==> config.mk <==
export PLATFORM = sky130hd
export DESIGN_NAME = ram_bus_arbiter_flat
export DESIGN_NICKNAME = d
export VERILOG_FILES = /design/src/rtl/ram_bus_arbiter_if.sv /design/src/rtl/ram_bus_arbiter.sv /design/src/flat_wrapper.sv
export SDC_FILE = /design/constraint.sdc
export NUM_CORES = 1
export LEC_CHECK = 0
export ABC_CLOCK_PERIOD_IN_PS = 3100
export BUFFER_PORTS_ARGS = -buffer_cell sky130_fd_sc_hd__buf_2
export CELL_PAD_IN_SITES_DETAIL_PLACEMENT = 0
export CELL_PAD_IN_SITES_GLOBAL_PLACEMENT = 1
export CORE_MARGIN = 2
export CORE_UTILIZATION = 38
export CTS_CLUSTER_DIAMETER = 100
export CTS_CLUSTER_SIZE = 30
export DETAILED_ROUTE_END_ITERATION = 10
export PLACE_DENSITY_LB_ADDON = 0.1
export SYNTH_ARGS = -nofsm -noshare
export SYNTH_HDL_FRONTEND = slang
export SYNTH_SLANG_ARGS = --single-unit
==> constraint.sdc <==
create_clock -name caravel_wb_clk_i -period 3.1 [get_ports caravel_wb_clk_i]
set_clock_uncertainty 0.15 [all_clocks]
set_input_delay 0.62 -clock caravel_wb_clk_i [delete_from_list [all_inputs] [get_ports caravel_wb_clk_i]]
set_output_delay 0.62 -clock caravel_wb_clk_i [all_outputs]
set_load 0.05 [all_outputs]
==> src/rtl/ram_bus_arbiter_if.sv <==
// One Wishbone port of the shared-RAM bus (8-bit word address, 32-bit data).
// The master drives the cycle; the slave answers with ack/err and read data.
interface ram_bus_arbiter_if;
  localparam int unsigned ADR_W = 8;
  localparam int unsigned DAT_W = 32;
  localparam int unsigned SEL_W = 4;

  logic             cyc;
  logic             stb;
  logic             we;
  logic [SEL_W-1:0] sel;
  logic [ADR_W-1:0] adr;
  logic [DAT_W-1:0] dat_w;
  logic [DAT_W-1:0] dat_r;
  logic             ack;
  logic             err;

  modport master (output cyc, stb, we, sel, adr, dat_w, input dat_r, ack, err);
  modport slave  (input cyc, stb, we, sel, adr, dat_w, output dat_r, ack, err);
endinterface

==> src/rtl/ram_bus_arbiter.sv <==
// Round-robin arbiter sharing one RAM Wishbone port between the host and generator masters,
// with a watchdog that aborts unacknowledged RAM accesses with an err pulse.
module ram_bus_arbiter #(
  parameter int unsigned TIMEOUT = 16
) (
  input  logic                    caravel_wb_clk_i,
  input  logic                    caravel_wb_rst_ni,
  ram_bus_arbiter_if.slave        host,
  ram_bus_arbiter_if.slave        gen,
  ram_bus_arbiter_if.master       ram,
  output logic [1:0]              grant_o
);

  localparam int unsigned WD_W = 8;

  typedef enum logic [1:0] {IDLE, BUSY, DONE} state_t;

  state_t          state;
  logic            rr_gen;
  logic [WD_W-1:0] wdog;
  logic            host_req;
  logic            gen_req;
  logic            pick_gen;
  logic            owner_cyc;
  logic            unused_ram_err;

  assign host_req       = host.cyc & host.stb;
  assign gen_req        = gen.cyc & gen.stb;
  // Generator wins when alone, or on a tie when the host was served last.
  assign pick_gen       = gen_req & (~host_req | ~rr_gen);
  assign owner_cyc      = grant_o[1] ? gen.cyc : host.cyc;
  assign unused_ram_err = ram.err;

  always_ff @(posedge caravel_wb_clk_i or negedge caravel_wb_rst_ni) begin
    if (!caravel_wb_rst_ni) begin
      state      <= IDLE;
      rr_gen     <= 1'b0;
      wdog       <= '0;
      grant_o    <= '0;
      ram.cyc    <= 1'b0;
      ram.stb    <= 1'b0;
      ram.we     <= 1'b0;
      ram.sel    <= '0;
      ram.adr    <= '0;
      ram.dat_w  <= '0;
      host.ack   <= 1'b0;
      host.err   <= 1'b0;
      host.dat_r <= '0;
      gen.ack    <= 1'b0;
      gen.err    <= 1'b0;
      gen.dat_r  <= '0;
    end else begin
      host.ack <= 1'b0;
      host.err <= 1'b0;
      gen.ack  <= 1'b0;
      gen.err  <= 1'b0;
      unique case (state)
        IDLE: begin
          if (host_req | gen_req) begin
            ram.cyc   <= 1'b1;
            ram.stb   <= 1'b1;
            ram.we    <= pick_gen ? gen.we    : host.we;
            ram.sel   <= pick_gen ? gen.sel   : host.sel;
            ram.adr   <= pick_gen ? gen.adr   : host.adr;
            ram.dat_w <= pick_gen ? gen.dat_w : host.dat_w;
            grant_o   <= pick_gen ? 2'b10 : 2'b01;
            rr_gen    <= pick_gen;
            wdog      <= WD_W'(TIMEOUT - 1);
            state     <= BUSY;
          end
        end
        BUSY: begin
          // Priority: ack, then owner abandoning the cycle, then watchdog expiry.
          if (ram.ack) begin
            ram.cyc <= 1'b0;
            ram.stb <= 1'b0;
            if (grant_o[1]) begin
              gen.dat_r <= ram.dat_r;
              gen.ack   <= 1'b1;
            end else begin
              host.dat_r <= ram.dat_r;
              host.ack   <= 1'b1;
            end
            state <= DONE;
          end else if (!owner_cyc) begin
            ram.cyc <= 1'b0;
            ram.stb <= 1'b0;
            grant_o <= '0;
            state   <= IDLE;
          end else if (wdog == '0) begin
            ram.cyc <= 1'b0;
            ram.stb <= 1'b0;
            if (grant_o[1]) gen.err  <= 1'b1;
            else            host.err <= 1'b1;
            state <= DONE;
          end else begin
            wdog <= wdog - WD_W'(1);
          end
        end
        DONE: begin
          grant_o <= '0;
          state   <= IDLE;
        end
        default: state <= IDLE;
      endcase
    end
  end

endmodule

==> src/flat_wrapper.sv <==
// flat-port wrapper written by rule: the top's interface ports become plain ports
module ram_bus_arbiter_flat 
#(
  parameter int unsigned TIMEOUT = 16
)
  (caravel_wb_clk_i, caravel_wb_rst_ni, grant_o, host_cyc, host_stb, host_we, host_sel, host_adr, host_dat_w, host_dat_r, host_ack, host_err, gen_cyc, gen_stb, gen_we, gen_sel, gen_adr, gen_dat_w, gen_dat_r, gen_ack, gen_err, ram_cyc, ram_stb, ram_we, ram_sel, ram_adr, ram_dat_w, ram_dat_r, ram_ack, ram_err);
  ram_bus_arbiter_if host_i ();
  ram_bus_arbiter_if gen_i ();
  ram_bus_arbiter_if ram_i ();
  input  logic caravel_wb_clk_i;
  input  logic caravel_wb_rst_ni;
  output logic [1:0] grant_o;
  input wire logic [$bits(host_i.cyc)-1:0] host_cyc;
  input wire logic [$bits(host_i.stb)-1:0] host_stb;
  input wire logic [$bits(host_i.we)-1:0] host_we;
  input wire logic [$bits(host_i.sel)-1:0] host_sel;
  input wire logic [$bits(host_i.adr)-1:0] host_adr;
  input wire logic [$bits(host_i.dat_w)-1:0] host_dat_w;
  output wire logic [$bits(host_i.dat_r)-1:0] host_dat_r;
  output wire logic [$bits(host_i.ack)-1:0] host_ack;
  output wire logic [$bits(host_i.err)-1:0] host_err;
  input wire logic [$bits(gen_i.cyc)-1:0] gen_cyc;
  input wire logic [$bits(gen_i.stb)-1:0] gen_stb;
  input wire logic [$bits(gen_i.we)-1:0] gen_we;
  input wire logic [$bits(gen_i.sel)-1:0] gen_sel;
  input wire logic [$bits(gen_i.adr)-1:0] gen_adr;
  input wire logic [$bits(gen_i.dat_w)-1:0] gen_dat_w;
  output wire logic [$bits(gen_i.dat_r)-1:0] gen_dat_r;
  output wire logic [$bits(gen_i.ack)-1:0] gen_ack;
  output wire logic [$bits(gen_i.err)-1:0] gen_err;
  output wire logic [$bits(ram_i.cyc)-1:0] ram_cyc;
  output wire logic [$bits(ram_i.stb)-1:0] ram_stb;
  output wire logic [$bits(ram_i.we)-1:0] ram_we;
  output wire logic [$bits(ram_i.sel)-1:0] ram_sel;
  output wire logic [$bits(ram_i.adr)-1:0] ram_adr;
  output wire logic [$bits(ram_i.dat_w)-1:0] ram_dat_w;
  input wire logic [$bits(ram_i.dat_r)-1:0] ram_dat_r;
  input wire logic [$bits(ram_i.ack)-1:0] ram_ack;
  input wire logic [$bits(ram_i.err)-1:0] ram_err;
  assign host_i.cyc = host_cyc;
  assign host_i.stb = host_stb;
  assign host_i.we = host_we;
  assign host_i.sel = host_sel;
  assign host_i.adr = host_adr;
  assign host_i.dat_w = host_dat_w;
  assign host_dat_r = host_i.dat_r;
  assign host_ack = host_i.ack;
  assign host_err = host_i.err;
  assign gen_i.cyc = gen_cyc;
  assign gen_i.stb = gen_stb;
  assign gen_i.we = gen_we;
  assign gen_i.sel = gen_sel;
  assign gen_i.adr = gen_adr;
  assign gen_i.dat_w = gen_dat_w;
  assign gen_dat_r = gen_i.dat_r;
  assign gen_ack = gen_i.ack;
  assign gen_err = gen_i.err;
  assign ram_cyc = ram_i.cyc;
  assign ram_stb = ram_i.stb;
  assign ram_we = ram_i.we;
  assign ram_sel = ram_i.sel;
  assign ram_adr = ram_i.adr;
  assign ram_dat_w = ram_i.dat_w;
  assign ram_i.dat_r = ram_dat_r;
  assign ram_i.ack = ram_ack;
  assign ram_i.err = ram_err;
  ram_bus_arbiter #(.TIMEOUT(TIMEOUT)) u_core (.caravel_wb_clk_i(caravel_wb_clk_i), .caravel_wb_rst_ni(caravel_wb_rst_ni), .host(host_i), .gen(gen_i), .ram(ram_i), .grant_o(grant_o));
endmodule
# == Word-level counts from Yosys, hierarchy flattened ==
# Index checks and enable logic that the tools add are counted.
# totals
ff_bits,127
output_inout_bits,117
# classes
n_reduce_logical,11
n_eq_ne,8
n_mux,39
add_sub_neg,1
bitwise,8
# ops
operator,count
$mux 8,5
$mux 32,1
$mux 1,20
$mux 2,8
$pmux 8 s2,1
$reduce_and 3->1,3
$logic_not 8->1,1
$sub 8x1->8 const B,1
$ne 2x2->1 const B,3
$pmux 2 s3,1
$reduce_and 5->1,1
$mux 4,1
$ne 2x1->1 const B,2
$ne 4x4->1 const B,1
$pmux 2 s2,1
$reduce_and 2->1,2
$reduce_and 4->1,1
$and 1x1->1,3
$not 1->1,3
$reduce_bool 3->1,1
$eq 2x1->1 const B,1
$eq 2x2->1 const B,1
$logic_not 2->1,1
$or 1x1->1,2
other kinds (2),2

# == Depth between registers and ports, before layout ==
# logic_depth
word_depth,7
mapped_depth,8
mapped_depth_nobuf,7

# == Worst setup path before layout ==
# No wires, ideal clock.
# synth_path
kind,register -> register
start,reg u_core.grant_o[1]
end,reg u_core.wdog[0]
setup_slack_ns,1.029
synth_period_minus_slack_ns,2.071
n_path_buf,1
required_ns,2.856
arrival_time_ns,1.827
setup_time_ns,0.094
stages_incl_launch_ff,7
path_cell_list,dfrtp_1 > mux2i_1 > a211o_1 > buf_6 > nor2_2 > mux2_4 > a221oi_2
# synth_between
elab_chain_cells,3
# synth_rtl
item,line_no,text
start: declaration,ram_bus_arbiter.sv:11,output logic [1:0] grant_o
start signal: assignment,ram_bus_arbiter.sv:66,grant_o <= pick_gen ? 2'b10 : 2'b01;
$mux 1,ram_bus_arbiter.sv:31,assign owner_cyc = grant_o[1] ? gen.cyc : host.cyc;
$ne 2x1->1 (no line),--,
$reduce_and 5->1 (no line),--,
end signal: assignment,ram_bus_arbiter.sv:68,wdog <= WD_W'(TIMEOUT - 1);
end signal: assignment,ram_bus_arbiter.sv:97,wdog <= wdog - WD_W'(1);
end: declaration,ram_bus_arbiter.sv:20,logic [WD_W-1:0] wdog;
# No other way between the ends.
# A chain may end at the register's enable or synchronous reset.

# == Final worst setup path ==
# layout_path
start,reg u_core.state[1]
end,reg u_core.gen.dat_r[18]
# layout_between
elab_chain_cells,2
# layout_rtl
item,line_no,text
start: declaration,ram_bus_arbiter.sv:18,state_t state;
start signal: assignment,ram_bus_arbiter.sv:36,state <= IDLE;
start signal: assignment,ram_bus_arbiter.sv:69,state <= BUSY;
start signal: assignment,ram_bus_arbiter.sv:84,state <= DONE;
$eq 2x1->1,ram_bus_arbiter.sv:57,unique case (state)
$reduce_and 3->1 (no line),--,
end: declaration,ram_bus_arbiter_if.sv:19,"modport slave (input cyc, stb, we, sel, adr, dat_w, output dat_r, ack, err);"
# No other way between the ends.

==> metrics.yaml <==
status: "finished with violations"
violations: "negative hold slack"
rows: 44
nets: 898
fmax_mhz: 415
worst_slack_ns: 0.688
final_hold_viol_count: 8
clock-sinks: 127
async_flop_share_pct: 100
fin_crit_sh_pct: 77.8
syn_avg_cell_area_um2: 10.7
drtPass1Iterations: 4
synth_area_leader_cell: "dfrtp_1"
relSlewSlack_pct: 42.1
cts_tree: "yes"
grt.met2_usage_pct: 33.2
vias: 4657
antenna_found_initial: 1
synth_top_area_share_pct: 57.2
tns_ns: 0
crit_type: "reg -> reg"
grt_util_met1_pct: 21.7
synthFlopType: "dfrtp_1"
post_cts_resized: 0
cp_max_fo: 33
hold_class: "in -> async"
synth_edf_count: 0
yosysSeqAreaShare_pct: 57.2
endpoint_kind: "flip-flop"
period_needed_ns: 2.41
clk_pin_slew_ns: 0.06
arrival_ns: 2.56
postSynthCellCount: 521
crit_buf_inv: 2
grt_max_degree: 62
finalSetupViolCount: 0
grt_pass1_wl_um: 24000
cts_root_buf: "clkbuf_16"
wirelength_um: 14900
fp.dieH_um: 125
die_x_um: 125
cts_buffers: 17
grt_use_met3_pct: 7.70
clk_path_buf_depth: 2
cts_hold_buffers: 0
power_density_mw_per_mm2: 1280
required_ns: 3.24
whs_ns: -0.0121
ys_types: 42
crit_chain: "inv_1, ha_1, buf_4, nand3_2, mux2_2"
clk_latency_ns: 0.41
grt.busiest_layer: "met2"
tightest_slew_ns: 0.867
track_usage_pct: 19.4
vias_per_cell: 4.85
cp_top_family: "simple AND/OR/NAND/NOR gates"
peakVddDrop_v: 0.000600
rsz0062_at_grt: "false"
max_stage_delay_ns: 0.68
final_antenna_net_count: 0
synth_nets: 656
num_antenna_cells: 0
grt_pass1_vias: 4723
cts_setup_buffers: 0
area.growth.synth_to_final_pct: 37.2
maxSlewViolCount: 0
wl_per_cell_um: 15.5
gp_congestion: 0.822
core_mm2: 0.0144
numPortBuffers: 245
ys_warn_count: 0
start_util_pct: 38.5
p_leak_nw: 3.87
slowest_stage: "nand3_2"
synth_seq_cells: 127
hpwl_um: 10900
drtIter0Drc: 186
layout_common_cells: "244 x buf_2, 127 x dfrtp_1, 108 x nand2_1"
dp_slack_ns: 0.657
setup.worst_path.start_class: "flip-flop"
layout_commonest_cell: "buf_2"
synth_area_leaders: "dfrtp_1 57%, mux2i_1 8.3%, nand2_1 7.3%"
drc_errors: 0
grt_overflow_total: 0
htree_levels: 4
reg2reg_slack_ns: 0.69
drive_above_1_share_pct: 42.8
pin_count: 247
synth.cell_area_mm2: 0.00556
dieArea_mm2: 0.0156
max_cap_violations: 0
## stage by stage
stage	power, W	instances	cell area, um^2	utilization (%)
floorplan	0.00642	521	5560	-
global placement	0.00760	928	6990	48.4
detailed placement	0.00768	928	6990	48.4
CTS	0.00985	960	7630	52.9
global route	0.0103	960	7630	52.9
finish	0.00975	960	7630	52.9
## cell type report
cell class                 count  area [um^2]
clock buffer                  19          453
clock inverter                13          188
fill                        1341         6800
inverter                       9         33.8
multi-input combinational    354         2220
sequential                   127         3180
tap                          184          230
timing repair buffer         254         1320
## per-layer routing
metal  vias to the layer above  routed length, um
met3                        33               1250
met2                       182               7380
met5                         -                 13
li1                       2252                  -
met1                      2188               5850
met4                         2                403
## synth_stat cells, types with 4 or more instances
master / instances
nor3_1: 4
mux2_2: 34
inv_1: 9
nor2_1: 53
clkbuf_1: 17
a21oi_1: 54
nor2b_1: 4
buf_1: 4
mux2i_1: 46
nand3_1: 4
a31oi_1: 4
o21ai_0: 8
buf_2: 4
nand2_1: 108
ha_1: 5
dfrtp_1: 127
buf_4: 4
## worst paths after layout
| path | startpoint | depth (start not counted) | to |
|---|---|---|---|
| max in group asynchronous | caravel_wb_rst_ni | 2 | u_core.host.dat_r[25] |
| worst max-delay path | u_core.state[1] | 5 | u_core.gen.dat_r[18] |
| min in group caravel_wb_clk_i | ram_dat_r[29] | 3 | u_core.host.dat_r[29] |
| worst max register to register | u_core.state[1] | 5 | u_core.gen.dat_r[18] |
| worst min-delay path | caravel_wb_rst_ni | 1 | u_core.ram.adr[1] |
| worst min register to register | u_core.host.dat_r[28] | 2 | u_core.host.dat_r[28] |
## kinds of logic (layout without fill, tap and decap cells)
group | Yosys count | count (layout) | share of synthesized area [%]
XOR/XNOR | 1 | 1 | 0.158
buffers and inverters | 40 | 295 | 3.33
adder cells (fa/ha/maj) | 5 | 5 | 1.13
AO/OA/AOI/OAI | 79 | 79 | 8.53
AND/OR/NAND/NOR | 188 | 188 | 14.2
flip-flops | 127 | 127 | 57.2
multiplexers | 81 | 81 | 15.4
## where the power goes
| part | internal (W) | total (W) | switching, W |
|---|---|---|---|
| Sequential | 0.00239 | 0.00279 | 0.000402 |
| Clock | 0.00139 | 0.00213 | 0.000747 |
| Combinational | 0.00117 | 0.00483 | 0.00366 |
## worst reg2reg max path: cells and delay by family (launching register included)
family	cells	cell delay (ns)
adders and majority gates	1	0.18
buffers and inverters	2	0.31
muxes	1	0.58
and+or+nand+nor	1	0.68
DFF	1	0.40
## state kept, by name, indices dropped and copies added (netlist names), 2 cells and up
name,count
u_core.gen.dat_r,32
u_core.grant_o,2
u_core.host.dat_r,32
u_core.ram.adr,8
u_core.ram.dat_w,32
u_core.ram.sel,4
u_core.state,2
u_core.wdog,8
No activity file was read; power rests on OpenSTA's default activity.
